===== config.mk =====
export PLATFORM = sky130hd
export DESIGN_NAME = val_matrix
export DESIGN_NICKNAME = d
export VERILOG_FILES = /design/src/rtl/val_matrix.sv
export SDC_FILE = /design/constraint.sdc
export NUM_CORES = 1
export LEC_CHECK = 0
export CORE_MARGIN = 8
export CORE_UTILIZATION = 54
export CTS_BUF_LIST = sky130_fd_sc_hd__clkbuf_2 sky130_fd_sc_hd__clkbuf_4 sky130_fd_sc_hd__clkbuf_8
export CTS_CLUSTER_SIZE = 25
export DETAILED_ROUTE_END_ITERATION = 10
export PLACE_DENSITY_LB_ADDON = 0.15
export SLEW_MARGIN = 25
export SYNTH_ARGS = -nofsm -noshare
export SYNTH_HDL_FRONTEND = slang
export SYNTH_SLANG_ARGS = --single-unit

===== constraint.sdc =====
create_clock -name clk -period 7.4 [get_ports clk]
set_clock_uncertainty 0.2 [all_clocks]
set_input_delay 1.48 -clock clk [delete_from_list [all_inputs] [get_ports clk]]
set_output_delay 1.48 -clock clk [all_outputs]
set_load 0.02 [all_outputs]

===== src/rtl/val_matrix.sv =====
// Purpose: DIM x COLS matrix of W-bit cells with a per-cell valid bitmap, one cell write and one registered row read per cycle.
// Latency: writes become visible the next cycle; a row read appears one cycle after the accepted rd_en.
// Backpressure: none, every in-range strobe is taken at once. Define VAL_MATRIX_ACC_EN to add saturating accumulate writes (wr_acc).
module val_matrix #(
    parameter int DIM  = 3,
    parameter int COLS = 7,
    parameter int W    = 4,
    localparam int RW  = $clog2(DIM),
    localparam int CW  = $clog2(COLS),
    localparam int SW  = W + $clog2(COLS + 1)
) (
    input  logic          clk,
    input  logic          rst,
    input  logic          clr,
    input  logic          wr_en,
`ifdef VAL_MATRIX_ACC_EN
    input  logic          wr_acc,
`endif
    input  logic [RW-1:0] wr_row,
    input  logic [CW-1:0] wr_col,
    input  logic [W-1:0]  wr_data,
    input  logic          rd_en,
    input  logic [RW-1:0] rd_row,
    output logic [W-1:0]  rd_data [COLS],
    output logic          rd_valid [COLS],
    output logic [SW-1:0] row_sum,
    output logic          rd_ack,
    output logic          valid_map [DIM][COLS],
    output logic          any_valid,
    output logic          addr_err
);

    logic [W-1:0]  cells [DIM][COLS];
    logic          wr_in;
    logic          rd_in;
    logic          wr_ok;
    logic          rd_ok;
    logic [RW-1:0] wr_r;
    logic [CW-1:0] wr_c;
    logic [RW-1:0] rd_r;
    logic [W-1:0]  wr_next;
    logic [SW-1:0] sum_next;

    // Non-power-of-two sizes leave index codes that must be rejected.
    assign wr_in = ({1'b0, wr_row} < (RW+1)'(DIM)) && ({1'b0, wr_col} < (CW+1)'(COLS));
    assign rd_in = ({1'b0, rd_row} < (RW+1)'(DIM));
    assign wr_ok = wr_en && wr_in;
    assign rd_ok = rd_en && rd_in;

    // Clamped indices keep combinational lookups inside the array.
    assign wr_r = wr_in ? wr_row : '0;
    assign wr_c = wr_in ? wr_col : '0;
    assign rd_r = rd_in ? rd_row : '0;

`ifdef VAL_MATRIX_ACC_EN
    logic [W:0] acc_sum;

    always_comb begin
        acc_sum = {1'b0, cells[wr_r][wr_c]} + {1'b0, wr_data};
        wr_next = wr_data;
        if (wr_acc) begin
            wr_next = acc_sum[W] ? {W{1'b1}} : acc_sum[W-1:0];
        end
    end
`else
    assign wr_next = wr_data;
`endif

    // Sum uses the pre-write row, so a same-cycle write is not bypassed.
    always_comb begin
        sum_next = '0;
        for (int c = 0; c < COLS; c++) begin
            if (valid_map[rd_r][c]) begin
                sum_next = sum_next + SW'(cells[rd_r][c]);
            end
        end
    end

    always_ff @(posedge clk or negedge rst) begin
        if (!rst) begin
            for (int r = 0; r < DIM; r++) begin
                for (int c = 0; c < COLS; c++) begin
                    cells[r][c]     <= '0;
                    valid_map[r][c] <= 1'b0;
                end
            end
        end else if (clr) begin
            for (int r = 0; r < DIM; r++) begin
                for (int c = 0; c < COLS; c++) begin
                    cells[r][c]     <= '0;
                    valid_map[r][c] <= 1'b0;
                end
            end
        end else if (wr_ok) begin
            cells[wr_r][wr_c]     <= wr_next;
            valid_map[wr_r][wr_c] <= 1'b1;
        end
    end

    always_ff @(posedge clk or negedge rst) begin
        if (!rst) begin
            for (int c = 0; c < COLS; c++) begin
                rd_data[c]  <= '0;
                rd_valid[c] <= 1'b0;
            end
            row_sum <= '0;
            rd_ack  <= 1'b0;
        end else if (clr) begin
            for (int c = 0; c < COLS; c++) begin
                rd_data[c]  <= '0;
                rd_valid[c] <= 1'b0;
            end
            row_sum <= '0;
            rd_ack  <= 1'b0;
        end else begin
            rd_ack <= rd_ok;
            if (rd_ok) begin
                for (int c = 0; c < COLS; c++) begin
                    rd_data[c]  <= cells[rd_r][c];
                    rd_valid[c] <= valid_map[rd_r][c];
                end
                row_sum <= sum_next;
            end
        end
    end

    // Error flag reports the rejected request even when clr is also high.
    always_ff @(posedge clk or negedge rst) begin
        if (!rst) begin
            addr_err <= 1'b0;
        end else begin
            addr_err <= (wr_en && !wr_in) || (rd_en && !rd_in);
        end
    end

    always_comb begin
        any_valid = 1'b0;
        for (int r = 0; r < DIM; r++) begin
            for (int c = 0; c < COLS; c++) begin
                any_valid = any_valid | valid_map[r][c];
            end
        end
    end

endmodule


# Word level (Yosys, flattened, before mapping)
# Index checks and enable logic that the tools add are counted.
# word_totals
ff_bits	149
inputBits	16
out_inout_bits	66
wordCells	145
# classes
add_sub_neg	6
order_cmp	8
mux	36
bitwise	24
n_reduce_logical	12
# ops
op	n
2-to-1 mux 84 bit	2
2-to-1 mux 28 bit	5
2-to-1 mux 7 bit	13
bitwise mux 84 bit	1
binary-select mux 28 bit (select 2 bit)	1
demux 28 bit (select 2 bit)	1
adder 7 x 4 -> 7 bit	6
2-to-1 mux 21 bit	2
bitwise OR 21 bit	1
bitwise OR 1 bit	20
binary-select mux 7 bit (select 2 bit)	1
demux 7 bit (select 2 bit)	1
demux 4 bit (select 3 bit)	1
2-to-1 mux 4 bit	2
logical AND 1 bit	7
greater-or-equal comparator 3 bit, second input constant	2
inverter 2 -> 3 bit	2
greater-or-equal comparator 4 bit, second input constant	1
< comparator 2 bit, second input constant	2
< comparator 4 x 1 -> 1 bit, second input constant	1
2-to-1 mux 2 bit	2
inverter 3 -> 4 bit	1
nonzero test 2 bit	2
demux 1 bit (select 3 bit)	1
other kinds (6)	8

# Longest topological paths before layout
# Gate-level depths: netlist (run 1).
# logic_depth
ltp_word	21
mapped_depth	35
ltp_nobuf	31

# Least setup slack after synthesis (run 1)
# Ideal clock, no wire load.
# synth_timing
path_kind	in2reg
from	input port rd_row[0]
to	register row_sum[6]
setup_time_ns	0.065
arrival_ns	8.765
required_ns	7.135
setup_slack_ns	-1.629
cell_stages	33
path_buffers	5
cell_sequence	buf_4 -> buf_2 -> clkbuf_1 -> clkbuf_1 -> clkbuf_1 -> a211oi_1 -> a21oi_1 -> ha_1 -> fa_1 -> mux2_2 -> ha_1 -> a21o_1 -> a21oi_1 -> xnor2_1 -> mux2_2 -> ha_1 -> nand2_1 -> o21ai_0 -> nor2_1 -> o31a_1 -> a21o_1 -> ha_1 -> xnor2_1 -> mux2_2 -> ha_1 -> xnor2_1 -> mux2_2 -> ha_1 -> a21oi_1 -> or4_1 -> or4_1 -> a21boi_1 -> a211o_1
# synth_via
elab_chain_cells	21
word_cells_on_any_way	26
cone_classes	add/sub: 6; order compare: 1; mux: 16; bitwise: 1; reduce/logical: 2
# synth_rtl
item	line	source
from (decl)	23	input logic [RW-1:0] rd_row,
< comparator 2 bit	46	assign rd_in = ({1'b0, rd_row} < (RW+1)'(DIM));
2-to-1 mux 2 bit	53	assign rd_r = rd_in ? rd_row : '0;
inverter 2 -> 3 bit (not written as such)	73, 74	
binary-select mux 28 bit (select 2 bit) / binary-select mux 7 bit (select 2 bit) (equally long branches)	74, 73	
2-to-1 mux 28 bit (not written as such) / 2-to-1 mux 7 bit (equally long branches) (2 in a row)	74, 73	
2-to-1 mux 4 bit	73	if (valid_map[rd_r][c]) begin
adder 7 x 4 -> 7 bit	74	sum_next = sum_next + SW'(cells[rd_r][c]);
2-to-1 mux 7 bit	73	
[4 not listed]	--	
adder 7 x 4 -> 7 bit	74	
2-to-1 mux 7 bit	73	
adder 7 x 4 -> 7 bit	74	
2-to-1 mux 7 bit	73	
adder 7 x 4 -> 7 bit	74	
2-to-1 mux 7 bit	73	
2-to-1 mux 7 bit	117	if (rd_ok) begin
2-to-1 mux 7 bit	108	end else if (clr) begin
to (signal assigned)	122	row_sum <= sum_next;
to (decl)	26	output logic [SW-1:0] row_sum,
# Several ways; a longest one is shown, not always the timed one. The select of a mux whose other input is x is not followed.
# A chain may end at the register's enable or synchronous reset.

# Final worst setup path (run 1)
# Same ends and word-level chain as after synthesis.

==> flow_metrics.tcl, run 1 <==
set metrics [dict create \
    htreeDepth 4 \
    floorplan.initialDensity_pct 54.66 \
    fin_area_sq_um 10520 \
    grt_max_degree 107 \
    finalCriticalPeriod_ns 7.740 \
    synth_cell_type_count 57 \
    antenna_found_initial 0 \
    fillerInstances 1133 \
    syn_to_final_growth_pct 27.49 \
    power_frac_comb_pct 22.4 \
    hold_viol_final 0 \
    synth.ff_latch_count 149 \
    synth_area_sq_um 8248 \
    worstMarginPinSlew_ns 0.9833 \
    power_frac_clock_pct 34.7 \
    ant_nets 0 \
    fp-row-count 45 \
    seqPwrFrac_pct 42.9 \
    relSlewSlack_pct 34.04 \
    setup_ws_ns -0.3403 \
    synth_top_area_cell "dfrtp_1" \
    fp.dieW_um 139.6 \
    globalRouteTotalUtil_pct 24.28 \
    io_pins 82 \
    rsz0062_at_grt "true" \
    max-cap-violations 0 \
    crit_family "adder cells" \
    clkSlewWorstSetupHoldPaths_ns 0.08 \
    cellPowerDensity_nw_per_um2 186.6 \
    worstHoldStart "rd_valid[3]" \
    worstPathArrival_ns 7.92 \
    p_leak_nw 4.777 \
    cts_root_buf "clkbuf_8" \
    crit_slowest_cell "fa_2" \
    gp_congestion 0.8969 \
    end_kind "register" \
    outcome "finished, violations left" \
    hold_depth 2 \
    numCtsBuffers 17 \
    final_util_pct 69.68 \
    wl_met3_um 1697 \
    synthCells 847 \
    top_layer "met4" \
    peakVddDrop_uv 115.4 \
    via_count 7068 \
    synthFlopType "dfrtp_1" \
    failed_checks "setup timing" \
    final_cells 1162 \
    io_buffers 81 \
    syn_area_per_cell_sq_um 9.738 \
    grt_overflow 0 \
    rr_endpoint "row_sum[6]" \
    r2r-start "valid_map[20]" \
    switching_share_pct 27.76 \
    place_hpwl_um 16540 \
    synth_edf_count 0 \
    synth_fp_nets 893 \
    switching_power_w 0.0005447 \
    wl_um 23540 \
    setup_violations 2 \
    r2r_cells 27 \
    ys_seq_area_share_pct 45.21 \
    crit_buf_inv 3 \
    dp.cells 1121 \
    clk_path_buf_depth 2 \
    drive_gt1_share_pct 19.61 \
    grt_pass1_vias 7091 \
    holdPathEnd "rd_valid[3]" \
    drt-met1-wl_um 10070 \
    setup_tns_ns -0.5717 \
    path_depth 28 \
    placedInstanceArea_sq_um 9732 \
    crit_path_max_fanout 4 \
    r2r_slack_ns 0.34 \
    yosysWarnings 0 \
    drc 0 \
    slowest_delay_ns 0.49 \
    power.internal_w 0.001418 \
    drt_first_iter_violations 487 \
    antenna_cells 0 \
    fmax_mhz 129.2 \
    slew_viol_final 0 \
    coreArea_sq_um 15090 \
    synthTopCellsByArea "dfrtp_1 (45%), mux2i_1 (9.6%), a21oi_1 (5.6%)" \
    die_h_um 139.6 \
    hp-class "reg2reg" \
    crit_top_cell "mux2_4" \
    tritoncts "yes" \
    wl_per_cell_um 20.26 \
    die_area_sq_um 19480 \
    async_reset_ff_share_pct 100.0 \
    via_per_inst 6.083 \
    cp.required_ns 7.58 \
    cts.sinks 149 \
    crit_type "in2reg" \
    grt_pass1_wl_um 38080 \
    drt-pass1-iter-count 5 \
    yosysTopAreaCellShare_pct 45.21 \
    finalNetCount 1010 \
    fin_crit_sh_pct 104.6 \
    worstSkewPairLatency_ns 0.45 \
    cp-start-kind "input pin" \
    wl_met2_um 11230 \
]
power by group through the flow:
stage               logic (W)  clock network, W  registers [W]
floorplan            0.000218                 0       0.000871
global placement     0.000369                 0       0.000856
detailed placement   0.000385                 0       0.000857
CTS                  0.000399          0.000692       0.000841
global route         0.000469          0.000719       0.000843
finish               0.000439          0.000682       0.000841
cell usage after synthesis (all sizes together) (11+ instances only):
master / number
dfrtp: 149
a21oi: 92
nor2: 84
inv: 23
nand3: 40
a22o: 29
clkbuf: 55
mux2i: 79
xnor2: 11
mux2: 16
a211oi: 32
a21o: 13
o21ai: 14
nand2: 61
nor2b: 35
ha: 24
metal layers:
metal,up-vias,global-route usage (%)
met5,-,0
met1,3491,32.35
met2,294,38.99
met4,0,8.629
met3,44,4.514
li1,3239,-
layout by cell type (no fill, tap or decap), types with 7 or more instances in the layout:
cell type | synthesis | layout
a22o_1 | 29 | 29
nand3_1 | 40 | 40
nor3_1 | 7 | 7
a21oi_1 | 92 | 82
nor2_1 | 82 | 81
a21o_1 | 13 | 13
nor2b_1 | 35 | 31
ha_1 | 24 | 11
clkbuf_8 | 0 | 19
mux2i_1 | 79 | 76
clkdlybuf4s50_1 | 0 | 77
xnor2_1 | 11 | 10
dfrtp_1 | 149 | 149
mux2_4 | 1 | 10
inv_1 | 23 | 23
nand2_1 | 61 | 61
buf_4 | 1 | 69
ha_4 | 0 | 12
a211oi_1 | 31 | 25
buf_6 | 0 | 9
o21ai_0 | 14 | 11
worst max path at each step:
stage	from	slack, ns	endpoint
final	rd_row[0]	-0.34	row_sum[6]
after global routing	rd_row[0]	-0.49	row_sum[6]
after floorplan	rd_row[0]	-0.55	row_sum[6]
after detailed placement	rd_row[0]	-0.83	row_sum[6]
after CTS	rd_row[0]	-0.12	row_sum[6]
after global placement	rd_row[0]	-0.56	row_sum[6]
repair_timing:
item                       in CTS  in global routing
cloned                          0                  0
hold buffers                    0                  0
buffers inserted                4                  7
pin swaps                       4                 24
gates resized for setup        16                 27
setup endpoints to repair       3                  3
tightest hold or removal path, stage by stage, from the launching register on:
cell and delay (ns):
dfrtp_1 0.34, nand2_1 0.04, o21ai_0 0.06
logic make-up after synthesis:
group / Yosys count / synth area share [%]
xor gates and xnor gates: 18 / 2.002
buffers and inverters: 86 / 4.005
adders and majority gates: 30 / 5.097
and+or+nand+nor: 256 / 14.61
muxes: 95 / 11.82
AOI/OAI and AO/OA: 213 / 17.26
DFF: 149 / 45.21
sequential cells by signal (all words and copies together) (netlist names):
signal,count
rd_valid,7
row_sum,7
cells,84
rd_data,28
rd_ack,1
valid_map,21
addr_err,1
metrics by stage:
stage                     setup WS, ns  power (W)  hold WS (ns)
after global placement         -0.5567   0.001225        0.2648
final                          -0.3403   0.001962        0.2864
after floorplan                -0.5494   0.001090        0.2855
after global routing           -0.4895   0.002031        0.3108
after detailed placement       -0.8292   0.001242        0.2702
after CTS                      -0.1166   0.001933        0.2867
layout make-up:
type | count | area, sq um | area share, %
Timing Repair Buffer | 160 | 1468 | 13.96
Clock inverter | 9 | 153.9 | 1.464
Multi-Input combinational cell | 612 | 4571 | 43.47
Inverter | 24 | 90.09 | 0.8567
Tap cell | 188 | 235.2 | 2.237
Clock buffer | 20 | 269.0 | 2.558
Sequential cell | 149 | 3729 | 35.46
Note: power is estimated with default switching activity, not from simulation.
==> inputs of run 2 (changes only) <==
- CORE_ASPECT_RATIO: default -> 1.4
- REMOVE_ABC_BUFFERS: default -> 1
==> run 2 against run 1 <==
  * The flow still finishes with violations (setup timing)
  * Sequential share of layout area is 0.98 points lower
  * Final cell count is 3.2% higher
  * Maximum frequency is 0.44% lower
  * Clock-buffer cell count is 1 higher
  * Worst hold slack worse by 0.0041 ns
  * Power is 0.28% lower
  * Register-to-register slack better by 0.09 ns
  * First-iteration DRC count is 58% higher
  * Via count is 4.3% higher
  * Die area is 0.29% higher
  * Final area is 2.9% higher
  * Global-route usage is 0.65 points higher
==> flow_metrics.tcl, run 2 (synthesis gave the netlist of run 1 again) <==
set metrics [dict create \
    drt_first_iter_violations 771 \
    outcome "finished, violations left" \
    p_leak_nw 4.922 \
    fin_crit_sh_pct 105.1 \
    io_buffers 81 \
    failed_checks "setup timing" \
    ant_nets 0 \
    peakVddDrop_uv 116.4 \
    grt_pass1_vias 7427 \
    final_cell_mix "dfrtp_1 (149), buf_4 (97), a21oi_1 (80), nor2_1 (79)" \
    antenna_cells 0 \
    crit_slowest_cell "fa_2" \
    htreeDepth 4 \
    wl_per_cell_um 20.67 \
    grt_pass1_wl_um 38680 \
    cts.sinks 149 \
    die_h_um 162.2 \
    worstPathArrival_ns 7.95 \
    largest-register "cells" \
    slowest_delay_ns 0.43 \
    hold_buffers 0 \
    rr_endpoint "row_sum[6]" \
    syn_to_final_growth_pct 31.13 \
    antenna_found_initial 0 \
    path_depth 31 \
    die_area_sq_um 19540 \
    r2r_slack_ns 0.43 \
    r2r-start "valid_map[20]" \
    cp.required_ns 7.58 \
    fp.dieW_um 120.5 \
    place_hpwl_um 15920 \
    power_frac_comb_pct 24.4 \
    drt-pass1-iter-count 5 \
    fillerInstances 1092 \
    worstSkewPairLatency_ns 0.43 \
    cp-startpoint "rd_row[0]" \
    cellPowerDensity_nw_per_um2 180.9 \
    worstMarginPinSlew_ns 0.9763 \
    grt_overflow 0 \
    drc 0 \
    tritoncts "yes" \
    drive_gt1_share_pct 23.83 \
    switching_share_pct 29.72 \
    finalCriticalPeriod_ns 7.774 \
    globalRouteTotalUtil_pct 24.93 \
    via_per_inst 6.146 \
    end_kind "register" \
    floorplan.initialDensity_pct 55.03 \
    grt_max_degree 106 \
    top_regs "cells x84, rd_data x28, valid_map x21" \
    seqPwrFrac_pct 42.9 \
    setup_ws_ns -0.3742 \
    power_frac_clock_pct 32.7 \
    crit_family "adder cells" \
    coreArea_sq_um 14990 \
    rsz0062_at_grt "true" \
    cp-start-kind "input pin" \
    r2r_cells 30 \
    relSlewSlack_pct 34.51 \
    via_count 7369 \
    max-cap-violations 0 \
    hp-class "reg2reg" \
    multi_input_area_sq_um 4674 \
    fmax_mhz 128.6 \
    clk_path_buf_depth 2 \
    clkSlewWorstSetupHoldPaths_ns 0.08 \
    setup_violations 4 \
    largest_reg_flops 84 \
    crit_type "in2reg" \
    switching_power_w 0.0005816 \
    slew_viol_final 0 \
    crit_path_max_fanout 3 \
    hold_ws_ns 0.2823 \
    cts_root_buf "clkbuf_8" \
    crit_buf_inv 3 \
    final_util_pct 72.17 \
    fp-row-count 53 \
    io_pins 82 \
    final_common_cell "dfrtp_1" \
    wl_um 24780 \
    crit_path_end "row_sum[6]" \
    ff_latch_area_sq_um 3729 \
    finalNetCount 1040 \
    hold_viol_final 0 \
    gp_congestion 0.8696 \
    power.internal_w 0.001375 \
    numCtsBuffers 17 \
]
## run 2: changes by cell type in the layout (fill, tap and decap cells not counted), sizes merged
cell    delta
bufinv     -2
clkinv     +4
buf       +30
clkbuf     +1
## run 2: worst min path at each step
stage / start / endpoint / slack, ns / cells after the start
floorplan: cells[12] / cells[12] / 0.29 / 2
global placement: rd_valid[0] / rd_valid[0] / 0.26 / 1
detailed placement: rd_valid[4] / rd_valid[4] / 0.27 / 2
CTS: rd_valid[4] / rd_valid[4] / 0.29 / 2
global route: rd_valid[4] / rd_valid[4] / 0.31 / 2
finish: rd_valid[4] / rd_valid[4] / 0.28 / 2
## run 2: worst min-delay path, stage by stage (launching register included)
cell	delay, ns
dfrtp_1	0.35
nand2_1	0.05
o21ai_0	0.06
## run 2: power by group through the flow
stage / logic [W] / registers [W] / clock network (W)
6_report: 0.000477 / 0.000840 / 0.000640
5_1_grt: 0.000506 / 0.000842 / 0.000678
4_1_cts: 0.000427 / 0.000840 / 0.000645
3_5_place_dp: 0.000363 / 0.000856 / 0
3_3_place_gp: 0.000351 / 0.000855 / 0
2_1_floorplan: 0.000160 / 0.000871 / 0
## run 2: area by class of cell
class | instances | area share [%]
Multi-Input combinational cell | 612 | 43.22
Sequential cell | 149 | 34.47
Timing Repair Buffer | 190 | 15.56
Clock buffer | 21 | 2.499
Tap cell | 192 | 2.221
Clock inverter | 11 | 1.192
Inverter | 24 | 0.8329
## run 2: per-stage QoR
stage | setup slack, ns | instances | cell area [sq um] | power, W | setup TNS [ns]
after floorplan | -0.6010 | 785 | 8008 | 0.001032 | -1.226
after global placement | -0.9452 | 1133 | 9634 | 0.001207 | -3.428
after detailed placement | -1.156 | 1133 | 9637 | 0.001220 | -4.578
after CTS | -0.2221 | 1189 | 10540 | 0.001912 | -0.4002
after global routing | -0.4711 | 1199 | 10820 | 0.002027 | -1.176
final | -0.3742 | 1199 | 10820 | 0.001957 | -0.8406
## run 2: repair_timing
action | CTS | global route
resized for setup | 59 | 35
buffers inserted | 24 | 11
endpoints found under the setup margin | 5 | 4
pin swaps | 16 | 33
## run 2: metal layers
layer | wire, um | GRT usage (%) | up-vias
met5 | 0 | 0 | -
met4 | 744 | 10.31 | 0
met3 | 1652 | 5.349 | 66
met2 | 12260 | 41.20 | 333
met1 | 10130 | 30.88 | 3668
li1 | - | - | 3302
